==> src/rtl/ifu_fetch_pkg.sv <==
// rtl/ifu_fetch_pkg.sv - shared bus defines, AXI response codes and FSM encoding for ifu_fetch
// Optional feature macro used by ifu_fetch: IFU_RRESP_CHECK_EN
`ifndef IFU_FETCH_DEFINES
`define IFU_FETCH_DEFINES
`define RST_ENABLE 1'b0
`define INST_ADDR_BUS 31:0
`define INST_DATA_BUS 31:0
`endif

package ifu_fetch_pkg;

  localparam logic [31:0] IFU_RESET_PC = 32'h8000_0000;

  localparam logic [1:0] RRESP_OKAY   = 2'b00;
  localparam logic [1:0] RRESP_EXOKAY = 2'b01;
  localparam logic [1:0] RRESP_SLVERR = 2'b10;
  localparam logic [1:0] RRESP_DECERR = 2'b11;

  typedef enum logic [1:0] {
    S_IDLE = 2'd0,
    S_AR   = 2'd1,
    S_R    = 2'd2,
    S_HOLD = 2'd3
  } fetch_state_e;

endpackage

==> src/rtl/ifu_pc.sv <==
// rtl/ifu_pc.sv - fetch PC register with +4 advance, redirect load and squash target latch
module ifu_pc
  import ifu_fetch_pkg::*;
#(
  parameter logic [31:0] RESET_PC = IFU_RESET_PC
) (
  input  logic                  clk,
  input  logic                  rst,
  input  logic                  load,
  input  logic                  advance,
  input  logic                  squash_set,
  input  logic                  squash_done,
  input  logic                  redirect,
  input  logic [`INST_ADDR_BUS] redirect_pc,
  output logic [`INST_ADDR_BUS] pc,
  output logic                  squash
);

  logic [`INST_ADDR_BUS] target;
  logic [`INST_ADDR_BUS] pc_n;

  // A redirect arriving in the same cycle the squashed read completes is the newest target.
  always_comb begin
    pc_n = pc;
    if (load)
      pc_n = redirect_pc;
    else if (squash_done)
      pc_n = redirect ? redirect_pc : target;
    else if (advance)
      pc_n = pc + 32'd4;
  end

  always_ff @(posedge clk or negedge rst) begin
    if (rst == `RST_ENABLE) begin
      pc     <= RESET_PC;
      target <= RESET_PC;
      squash <= 1'b0;
    end else begin
      pc <= pc_n;
      if (squash_set)
        target <= redirect_pc;
      if (squash_done)
        squash <= 1'b0;
      else if (squash_set)
        squash <= 1'b1;
    end
  end

endmodule

==> src/rtl/ifu_fetch.sv <==
// rtl/ifu_fetch.sv - instruction fetch: one AXI4-Lite read per instruction into the IF/ID handshake
// Optional: define IFU_RRESP_CHECK_EN to report non-OKAY read responses on fault_o.
module ifu_fetch
  import ifu_fetch_pkg::*;
#(
  parameter logic [31:0] RESET_PC = IFU_RESET_PC
) (
  input  logic                  clk,
  input  logic                  rst,
  output logic                  arvalid_o,
  input  logic                  arready_i,
  output logic [`INST_ADDR_BUS] araddr_o,
  input  logic                  rvalid_i,
  output logic                  rready_o,
  input  logic [`INST_DATA_BUS] rdata_i,
  input  logic [1:0]            rresp_i,
  output logic                  valid_o,
  input  logic                  ready_i,
  output logic [`INST_ADDR_BUS] pc_o,
  output logic [`INST_DATA_BUS] inst_o,
  output logic                  fault_o,
  input  logic                  redirect_i,
  input  logic [`INST_ADDR_BUS] redirect_pc_i
);

  fetch_state_e          state, state_n;
  logic                  hold_q;
  logic [`INST_ADDR_BUS] pc;
  logic                  squash;
  logic                  in_idle, in_ar, in_r, in_hold;
  logic                  r_done, squash_now, capture, accept;

  assign in_idle    = (state == S_IDLE);
  assign in_ar      = (state == S_AR);
  assign in_r       = (state == S_R);
  assign in_hold    = (state == S_HOLD);
  assign r_done     = in_r & rvalid_i;
  assign squash_now = squash | redirect_i;
  assign capture    = r_done & ~squash_now;
  assign accept     = in_hold & ~redirect_i & ready_i;

  ifu_pc #(.RESET_PC(RESET_PC)) u_pc (
    .clk         (clk),
    .rst         (rst),
    .load        (redirect_i & (in_idle | in_hold)),
    .advance     (accept),
    .squash_set  (redirect_i & (in_ar | (in_r & ~rvalid_i))),
    .squash_done (r_done & squash_now),
    .redirect    (redirect_i),
    .redirect_pc (redirect_pc_i),
    .pc          (pc),
    .squash      (squash)
  );

  always_comb begin
    state_n = state;
    case (state)
      S_IDLE: state_n = S_AR;
      S_AR:   if (arready_i) state_n = S_R;
      S_R:    if (rvalid_i) state_n = squash_now ? S_AR : S_HOLD;
      S_HOLD: if (redirect_i | ready_i) state_n = S_AR;
      default: state_n = S_IDLE;
    endcase
  end

  // Handshake flags are flopped from the next state so they leave the block glitch-free.
  always_ff @(posedge clk or negedge rst) begin
    if (rst == `RST_ENABLE) begin
      state     <= S_IDLE;
      arvalid_o <= 1'b0;
      rready_o  <= 1'b0;
      hold_q    <= 1'b0;
      pc_o      <= '0;
      inst_o    <= '0;
    end else begin
      state     <= state_n;
      arvalid_o <= (state_n == S_AR);
      rready_o  <= (state_n == S_R);
      hold_q    <= (state_n == S_HOLD);
      if (capture) begin
        pc_o   <= pc;
        inst_o <= rdata_i;
      end
    end
  end

  assign araddr_o = pc;
  assign valid_o  = hold_q & ~redirect_i;

`ifdef IFU_RRESP_CHECK_EN
  logic fault_q;

  always_ff @(posedge clk or negedge rst) begin
    if (rst == `RST_ENABLE)
      fault_q <= 1'b0;
    else if (capture)
      fault_q <= (rresp_i != RRESP_OKAY);
    else if (in_hold & (ready_i | redirect_i))
      fault_q <= 1'b0;
  end

  assign fault_o = fault_q;
`else
  logic unused_rresp;
  assign unused_rresp = ^rresp_i;
  assign fault_o      = 1'b0;
`endif

endmodule

==> config.mk <==
export PLATFORM = sky130hd
export DESIGN_NAME = ifu_fetch
export DESIGN_NICKNAME = d
export VERILOG_FILES = /design/src/rtl/ifu_fetch_pkg.sv /design/src/rtl/ifu_pc.sv /design/src/rtl/ifu_fetch.sv
export SDC_FILE = /design/constraint.sdc
export NUM_CORES = 1
export LEC_CHECK = 0
export ABC_AREA = 1
export CORE_ASPECT_RATIO = 1.25
export CORE_UTILIZATION = 55
export CTS_BUF_LIST = sky130_fd_sc_hd__clkbuf_8
export CTS_CLUSTER_SIZE = 20
export DETAILED_ROUTE_END_ITERATION = 16
export PLACE_DENSITY = 0.88
export SYNTH_ARGS = -nofsm -noshare
export SYNTH_HDL_FRONTEND = slang
export SYNTH_SLANG_ARGS = --single-unit
==> constraint.sdc <==
create_clock -name clk -period 2.91 [get_ports clk]
set_input_delay 0.291 -clock clk [delete_from_list [all_inputs] [get_ports clk]]
set_output_delay 0.291 -clock clk [all_outputs]
set_load 0.1 [all_outputs]
After elaboration in Yosys (flattened, before gate mapping). Index checks and enable logic that the tools add are counted.

Flip-flop bits (word level): 134. Logic and storage cells: 46.

Add/sub/neg operators: 1. Equal/unequal tests: 6. Multiplexer cells: 11. Bitwise gates (word level): 16. Reductions and logical operators: 3.

Operators by type and width (number): 2-to-1 mux 32 bit (4); adder 32 x 3 -> 32 bit (second input constant) (1); AND 1 bit (9); equality test 2 bit (second input constant) (4); 2-to-1 mux 2 bit (4); case mux 2 bit (4 select lines) (1); equality test 2 x 1 -> 1 bit (second input constant) (2); bitwise OR 1 bit (4); NOT 1 bit (3); nonzero test 3 bit (1); zero test 2 bit (1); 2-to-1 mux 1 bit (2); nonzero test 2 bit (1).

Depth between registers and ports, before layout. Gate-level depths: netlist of the first run.

Depth after elaboration: 6. Mapped depth: 11.

Hierarchy. From an unflattened synthesis of the first run, not the netlist that was laid out.

Cells, all modules: 954. Area, all modules: 7295.7 µm².

Modules (own cells, without submodules): ifu_pc (instances 1, cells an instance 639, area an instance 4217.8 µm², seq. area each 1629.1 µm²); ifu_fetch (instances 1, cells an instance 315, area an instance 3078.0 µm², seq. area each 1726.7 µm²).

Least setup slack after synthesis of the first run. OpenSTA, ideal clock, no wires.

Kind: register to register. From: register u_pc.pc[3]. To: register u_pc.pc[26]. Setup time: 0.120 ns. Arrival: 2.106 ns. Required time: 2.790 ns. Path slack: 0.683 ns. Stages on the path, launching flop included: 11. Buffers on the path: 0. Cells stage by stage: dfrtp_1 > ha_1 > nand2_2 > nor2_4 > nand2_4 > nor2_4 > nand3_1 > nand3_1 > nand2_1 > nand2_1 > nand2_1.

Word-level cells in the longest chain between the ends: 4.

RTL lines: from (decl) (RTL line ifu_pc.sv:15) `` output logic [`INST_ADDR_BUS] pc, ``; from (signal assigned) (RTL line ifu_pc.sv:39) `pc <= pc_n;`; adder 32 x 3 -> 32 bit (RTL line ifu_pc.sv:30) `pc_n = pc + 32'd4;`; 2-to-1 mux 32 bit (RTL line ifu_pc.sv:29) `else if (advance)`; 2-to-1 mux 32 bit (RTL line ifu_pc.sv:27) `else if (squash_done)`; 2-to-1 mux 32 bit (RTL line ifu_pc.sv:25) `if (load)`.

No other way between the ends. The select of a mux whose other input is x is not followed. A chain may end at the register's enable or synchronous reset.

Worst setup path after layout of the first run.
From: register state[1]. To: register u_pc.pc[31].

Word-level cells in the longest chain between the ends: 5. Elaborated cells between the ends (all ways): 12.

RTL lines: from (decl) (RTL line ifu_fetch.sv:26) `fetch_state_e state, state_n;`; from (signal assigned) (RTL line ifu_fetch.sv:76) `state <= state_n;`; equality test 2 bit (RTL line ifu_fetch.sv:35) `assign in_r = (state == S_R);`; AND 1 bit (RTL line ifu_fetch.sv:37) `assign r_done = in_r & rvalid_i;`; AND 1 bit (RTL line ifu_fetch.sv:48) `.squash_done (r_done & squash_now),`; 2-to-1 mux 32 bit (RTL line ifu_pc.sv:27); 2-to-1 mux 32 bit (RTL line ifu_pc.sv:25).

Several ways; a longest one is shown, not always the timed one.

==> results.sh, run 1 <==
export IMPL_cts_htree_levels=4
export IMPL_fp_coreArea_um2=12200
export IMPL_synthDistinctLibCells=29
export IMPL_synth_seq_area_share=0.482
export IMPL_drt_iter0_markers=463
export IMPL_via_per_inst=5.19
export IMPL_num_antenna_cells=0
export IMPL_hold_violations=0
export IMPL_synth_async_reset_ratio=1.00
export IMPL_nNetsFinal=1099
export IMPL_start_util=0.570
export IMPL_avgSynthCellArea_um2=8.09
export IMPL_cts_tree="yes"
export IMPL_io_pins=172
export IMPL_worstHoldStart="redirect_pc_i[2]"
export IMPL_drt_pass1_iterations=5
export IMPL_crit_slowest_cell="inv_1"
export IMPL_dpl_hpwl_um=12700
export IMPL_die_h_um=128
export IMPL_yosys_top_cells_area="dfrtp_1, nand2_1, o21ai_0"
export IMPL_critical_path_class="reg2reg"
export IMPL_crit_family="simple AND/OR/NAND/NOR gates"
export IMPL_yosysTopAreaCellShare=0.474
export IMPL_die_area_um2=13100
export IMPL_postCtsSetupRepairBufs=0
export IMPL_finalCriticalPeriod_ps=2200
export IMPL_setup_ws_ps=705
export IMPL_cts_root_buf="clkbuf_8"
export IMPL_port_buffers=168
export IMPL_drcViolationCount=0
export IMPL_crit_path_end_kind="flip-flop"
export IMPL_holdBufCountCts=1
export IMPL_fin_setup_tns_ps=0
export IMPL_synth_seq_cells=134
export IMPL_path_cells="inv_1 -> ha_1 -> nor2_4 -> nor2_4 -> nand2_2 -> inv_1 -> nand2_1 -> nand2_1"
export IMPL_seqCellArea_um2=3360
export IMPL_grt_pass1_vias=5927
export IMPL_path_clk_slew_ps=80
export IMPL_die_x_um=103
export IMPL_yosysTopAreaCell="dfrtp_1"
export IMPL_worstMarginPinSlew_ps=745
export IMPL_cts_buffers=17
export IMPL_max_stage_delay_ps=570
export IMPL_n_fill_cell=936
export IMPL_syn_instance_count=861
export IMPL_clockBufferDepth=2
export IMPL_critical_path_max_fanout=21
export IMPL_synth_edf_count=0
export IMPL_vias=6199
export IMPL_utilization=0.725
export IMPL_drive_gt1_frac=0.200
export IMPL_reg2regPathDepth=8
export IMPL_slew_headroom=0.503
export IMPL_place_area_um2=8500
export IMPL_reg2reg_to="u_pc.pc[31]$_DFFE_PN1P_"
export IMPL_setup_viol_count_final=0
export IMPL_critPathBufInv=2
export IMPL_ys_flop_type="dfrtp_1"
export IMPL_whs_path_depth=3
export IMPL_design_area_um2=8860
export IMPL_dp_slack_ps=397
export IMPL_synth_area_um2=6970
export IMPL_multi_input_area_um2=3000
export IMPL_hold_class="in2reg"
export IMPL_hold_end="u_pc.target[2]$_DFFE_PN0P_"
export IMPL_wl_per_cell_um=14.4
export IMPL_post_cts_resized=0
export IMPL_worstPathRequired_ps=3300
export IMPL_clock_sinks=134
export IMPL_grtUsageTotal=0.280
export IMPL_syn_nets=939
export IMPL_place_congestion=0.903
export IMPL_antenna_found_initial=0
export IMPL_ant_nets=0
export IMPL_slew_violations=0
export IMPL_finalCritPeriodShare=0.758
export IMPL_clk_latency_ps=450
export IMPL_rrSetupSlack_ps=710
export IMPL_wl_um=17200
export IMPL_rows=45
export IMPL_cap_violations=0
export IMPL_syn_to_final_growth_pct=27.1
export IMPL_fin_skew_ps=9.36
export IMPL_grt_setup_unrepaired="false"
export IMPL_clock_fmax_ghz=0.454
export IMPL_grt_pass1_wl_um=28000
export IMPL_gr_total_overflow=0
export IMPL_reg2reg_from="state[1]$_DFF_PN0_"
export IMPL_ys_warn_count=0
export IMPL_grt_max_degree=84
export IMPL_critPathArrivalTime_ps=2600
export IMPL_start_kind="flip-flop"
export IMPL_status="finished clean"
## sequential cells by signal, summed over array words and instances (netlist names)
name	cells
inst_o	32
pc_o	32
u_pc.pc	32
u_pc.target	32
state	2
arvalid_o	1
hold_q	1
rready_o	1
u_pc.squash	1
## cell type report
cell class | instances | share of cell area
clock inverters | 10 | 0.0107
flip-flops and latches | 134 | 0.379
well taps | 164 | 0.0232
multi-input cells | 588 | 0.339
clock buffers | 18 | 0.0280
repair buffers | 181 | 0.178
inverters | 99 | 0.0425
## routing by layer
metal | routed length, um | up-vias | global-route usage
li1 | - | 3063 | -
met1 | 6850 | 2843 | 0.342
met2 | 8510 | 259 | 0.455
met3 | 1340 | 34 | 0.0834
met4 | 529 | 0 | 0.122
met5 | 0 | - | 0
## placed cells by master (no fill, tap or decap), drive strengths merged
| cell type | netlist | routed |
|---|---|---|
| bufinv | 0 | 2 |
| a31oi | 6 | 6 |
| buf | 29 | 112 |
| nor2 | 55 | 55 |
| mux2 | 43 | 43 |
| clkbuf | 11 | 18 |
| nor3 | 1 | 1 |
| inv | 99 | 103 |
| dlygate4sd3 | 0 | 1 |
| nand3 | 48 | 48 |
| clkdlybuf4s50 | 0 | 68 |
| nand2 | 275 | 275 |
| o22ai | 2 | 2 |
| a21oi | 20 | 20 |
| and2 | 2 | 2 |
| xnor2 | 2 | 2 |
| xor2 | 2 | 2 |
| o211ai | 9 | 9 |
| dfstp | 2 | 2 |
| clkinv | 0 | 4 |
| o21ai | 116 | 116 |
| conb | 1 | 1 |
| ha | 6 | 6 |
| dfrtp | 132 | 132 |
## cells in the mapped netlist, types with 3 or more instances
cell type    n
o211ai_1     9
buf_2       19
mux2_2      43
ha_1         6
nand3_1     48
a31oi_1      6
o21ai_0    101
buf_4        3
nor2_4       9
dfrtp_1    132
buf_6        7
nor2_2       6
nor2_1      40
inv_1       96
nand2_2      5
a21oi_1     20
clkbuf_1    11
nand2_1    269
o21ai_1     15
## kinds of logic (layout without fill, tap and decap cells)
family	Yosys count	after routing	share of synthesized area
fa+ha+maj	6	6	0.0108
compound gates	153	153	0.115
buf+inv	139	308	0.0882
flops	134	134	0.482
xor+xnor	4	4	0.00503
mux	43	43	0.0695
other cells	1	1	0.000538
simple gates	381	381	0.230
## per-stage QoR
step           hold slack (ps)  instances
3_5_place_dp               390       1165
3_3_place_gp               388       1165
4_1_cts                    403       1194
2_1_floorplan            -4.59        861
6_report                   423       1194
5_1_grt                    420       1194
## worst max path at each step
stage | start | endpoint | slack (ps) | cells past startpoint
floorplan | u_pc.pc[3]$_DFFE_PN0P_ | u_pc.pc[26]$_DFFE_PN0P_ | 680 | 10
CTS | state[0]$_DFF_PN0_ | u_pc.pc[29]$_DFFE_PN0P_ | 700 | 9
detailed placement | redirect_i | u_pc.pc[29]$_DFFE_PN0P_ | 400 | 9
global placement | redirect_i | u_pc.pc[7]$_DFFE_PN0P_ | 440 | 11
finish | state[1]$_DFF_PN0_ | u_pc.pc[31]$_DFFE_PN1P_ | 710 | 8
global route | state[1]$_DFF_PN0_ | u_pc.pc[21]$_DFFE_PN0P_ | 490 | 8
## worst register-to-register path, stage by stage (launching register included)
cell and delay, ps:
dfrtp_1 430, inv_1 90, ha_1 350, nor2_4 70
nor2_4 170, nand2_2 230, inv_1 570, nand2_1 130
nand2_1 100
Power of run 1 is not shown: default switching activity piles up to over one toggle a cycle in this logic, so the estimate is an artifact.
==> run 2: changes to the inputs <==
--- a/config.mk
+++ b/config.mk
@@ -7,11 +7,11 @@
 export LEC_CHECK = 0
 export ABC_AREA = 1
 export CORE_ASPECT_RATIO = 1.25
-export CORE_UTILIZATION = 55
+export CORE_UTILIZATION = 51
 export CTS_BUF_LIST = sky130_fd_sc_hd__clkbuf_8
 export CTS_CLUSTER_SIZE = 20
 export DETAILED_ROUTE_END_ITERATION = 16
-export PLACE_DENSITY = 0.88
+export PLACE_DENSITY = 0.82
 export SYNTH_ARGS = -nofsm -noshare
 export SYNTH_HDL_FRONTEND = slang
 export SYNTH_SLANG_ARGS = --single-unit
==> constraint.sdc (replaced) <==
create_clock -name clk -period 2.3 [get_ports clk]
set_input_delay 0.23 -clock clk [delete_from_list [all_inputs] [get_ports clk]]
set_output_delay 0.23 -clock clk [all_outputs]
set_load 0.1 [all_outputs]
==> results.sh, run 2 (synthesis gave the netlist of run 1 again) <==
export IMPL_die_x_um=107
export IMPL_slew_violations=0
export IMPL_ant_nets=0
export IMPL_worstPathRequired_ps=2580
export IMPL_path_cells="inv_1 -> ha_1 -> nand2_1 -> inv_1 -> nand2_4 -> buf_4 -> o21ai_0"
export IMPL_finalCriticalPeriod_ps=2030
export IMPL_crit_path_end_kind="flip-flop"
export IMPL_crit_slowest_cell="dfrtp_1"
export IMPL_die_area_um2=14100
export IMPL_drive_gt1_frac=0.207
export IMPL_final_cell_mix="nand2_1, dfrtp_1, buf_4"
export IMPL_max_stage_delay_ps=420
export IMPL_grt_max_degree=57
export IMPL_clk_latency_ps=430
export IMPL_clock_fmax_ghz=0.492
export IMPL_grtUsageTotal=0.262
export IMPL_die_h_um=133
export IMPL_finalCritPeriodShare=0.883
export IMPL_dpl_hpwl_um=13000
export IMPL_critical_path_max_fanout=43
export IMPL_cts_tree="yes"
export IMPL_critical_path_class="reg2reg"
export IMPL_grt_setup_unrepaired="false"
export IMPL_place_congestion=0.882
export IMPL_drt_pass1_iterations=5
export IMPL_cts_buffers=17
export IMPL_fin_setup_tns_ps=0
export IMPL_post_cts_resized=0
export IMPL_antenna_found_initial=0
export IMPL_status="finished clean"
export IMPL_holdBufCountCts=1
export IMPL_postCtsSetupRepairBufs=0
export IMPL_cts_root_buf="clkbuf_8"
export IMPL_num_antenna_cells=0
export IMPL_drt_iter0_markers=425
export IMPL_cap_violations=0
export IMPL_rows=47
export IMPL_drcViolationCount=0
export IMPL_clockBufferDepth=2
export IMPL_clock_sinks=134
export IMPL_fp_coreArea_um2=13300
export IMPL_hold_class="in2async"
export IMPL_holdWs_ps=273
export IMPL_io_pins=172
export IMPL_n_fill_cell=1108
export IMPL_wl_per_cell_um=14.6
export IMPL_crit_family="buffers and inverters"
export IMPL_critPathBufInv=3
export IMPL_wl_um=17600
export IMPL_vias=6223
export IMPL_grt_pass1_wl_um=29200
export IMPL_hold_violations=0
export IMPL_syn_to_final_growth_pct=28.5
export IMPL_grt_pass1_vias=5983
export IMPL_via_per_inst=5.15
export IMPL_final_common_cell="nand2_1"
export IMPL_fin_skew_ps=12.3
export IMPL_critPathArrivalTime_ps=2310
export IMPL_start_kind="flip-flop"
export IMPL_path_common_cell="inv_1"
export IMPL_setup_viol_count_final=0
export IMPL_port_buffers=168
export IMPL_start_util=0.524
export IMPL_nNetsFinal=1103
export IMPL_gr_total_overflow=0
export IMPL_path_clk_slew_ps=80
export IMPL_cts_htree_levels=4
==> run 2: path summary, 6_finish.rpt <==
kind	slack, ps	depth (start not counted)	end	from
setup / recovery	270	7	pc_o[27]$_DFFE_PN0P_	state[0]$_DFF_PN0_
hold / removal	270	2	pc_o[30]$_DFFE_PN0P_	rst
setup reg to reg	270	7	pc_o[27]$_DFFE_PN0P_	state[0]$_DFF_PN0_
hold reg to reg	480	2	u_pc.target[11]$_DFFE_PN0P_	u_pc.target[11]$_DFFE_PN0P_
max in group asynchronous	1350	3	u_pc.target[31]$_DFFE_PN1P_	rst
min in group clk	390	3	u_pc.target[1]$_DFFE_PN0P_	redirect_pc_i[1]
==> run 2: per-stage QoR <==
step,setup slack (ps),area (um^2),cells,util
2_1_floorplan,73.4,6970,861,-
3_3_place_gp,243,8550,1176,0.644
3_5_place_dp,235,8550,1176,0.644
4_1_cts,284,8950,1209,0.674
5_1_grt,134,8950,1209,0.674
6_report,269,8950,1209,0.674
==> run 2: final cells by class <==
cell class	instances	area [um^2]	area share
Tap cell	171	214	0.0239
Timing Repair Buffer	185	1620	0.180
Clock inverter	14	139	0.0155
Sequential cell	134	3360	0.375
Multi-Input combinational cell	588	3000	0.335
Inverter	99	377	0.0421
Clock buffer	18	248	0.0277
==> run 2: layer usage <==
layer / up-vias / GRT usage / wire length (um) / part of all wire
met3: 45 / 0.0640 / 1180 / 0.067
met4: 0 / 0.119 / 631 / 0.036
met2: 228 / 0.422 / 8480 / 0.48
met1: 2878 / 0.334 / 7320 / 0.42
met5: - / 0 / 0 / 0
li1: 3072 / - / - / -
Power of run 2 is left out for the same reason.
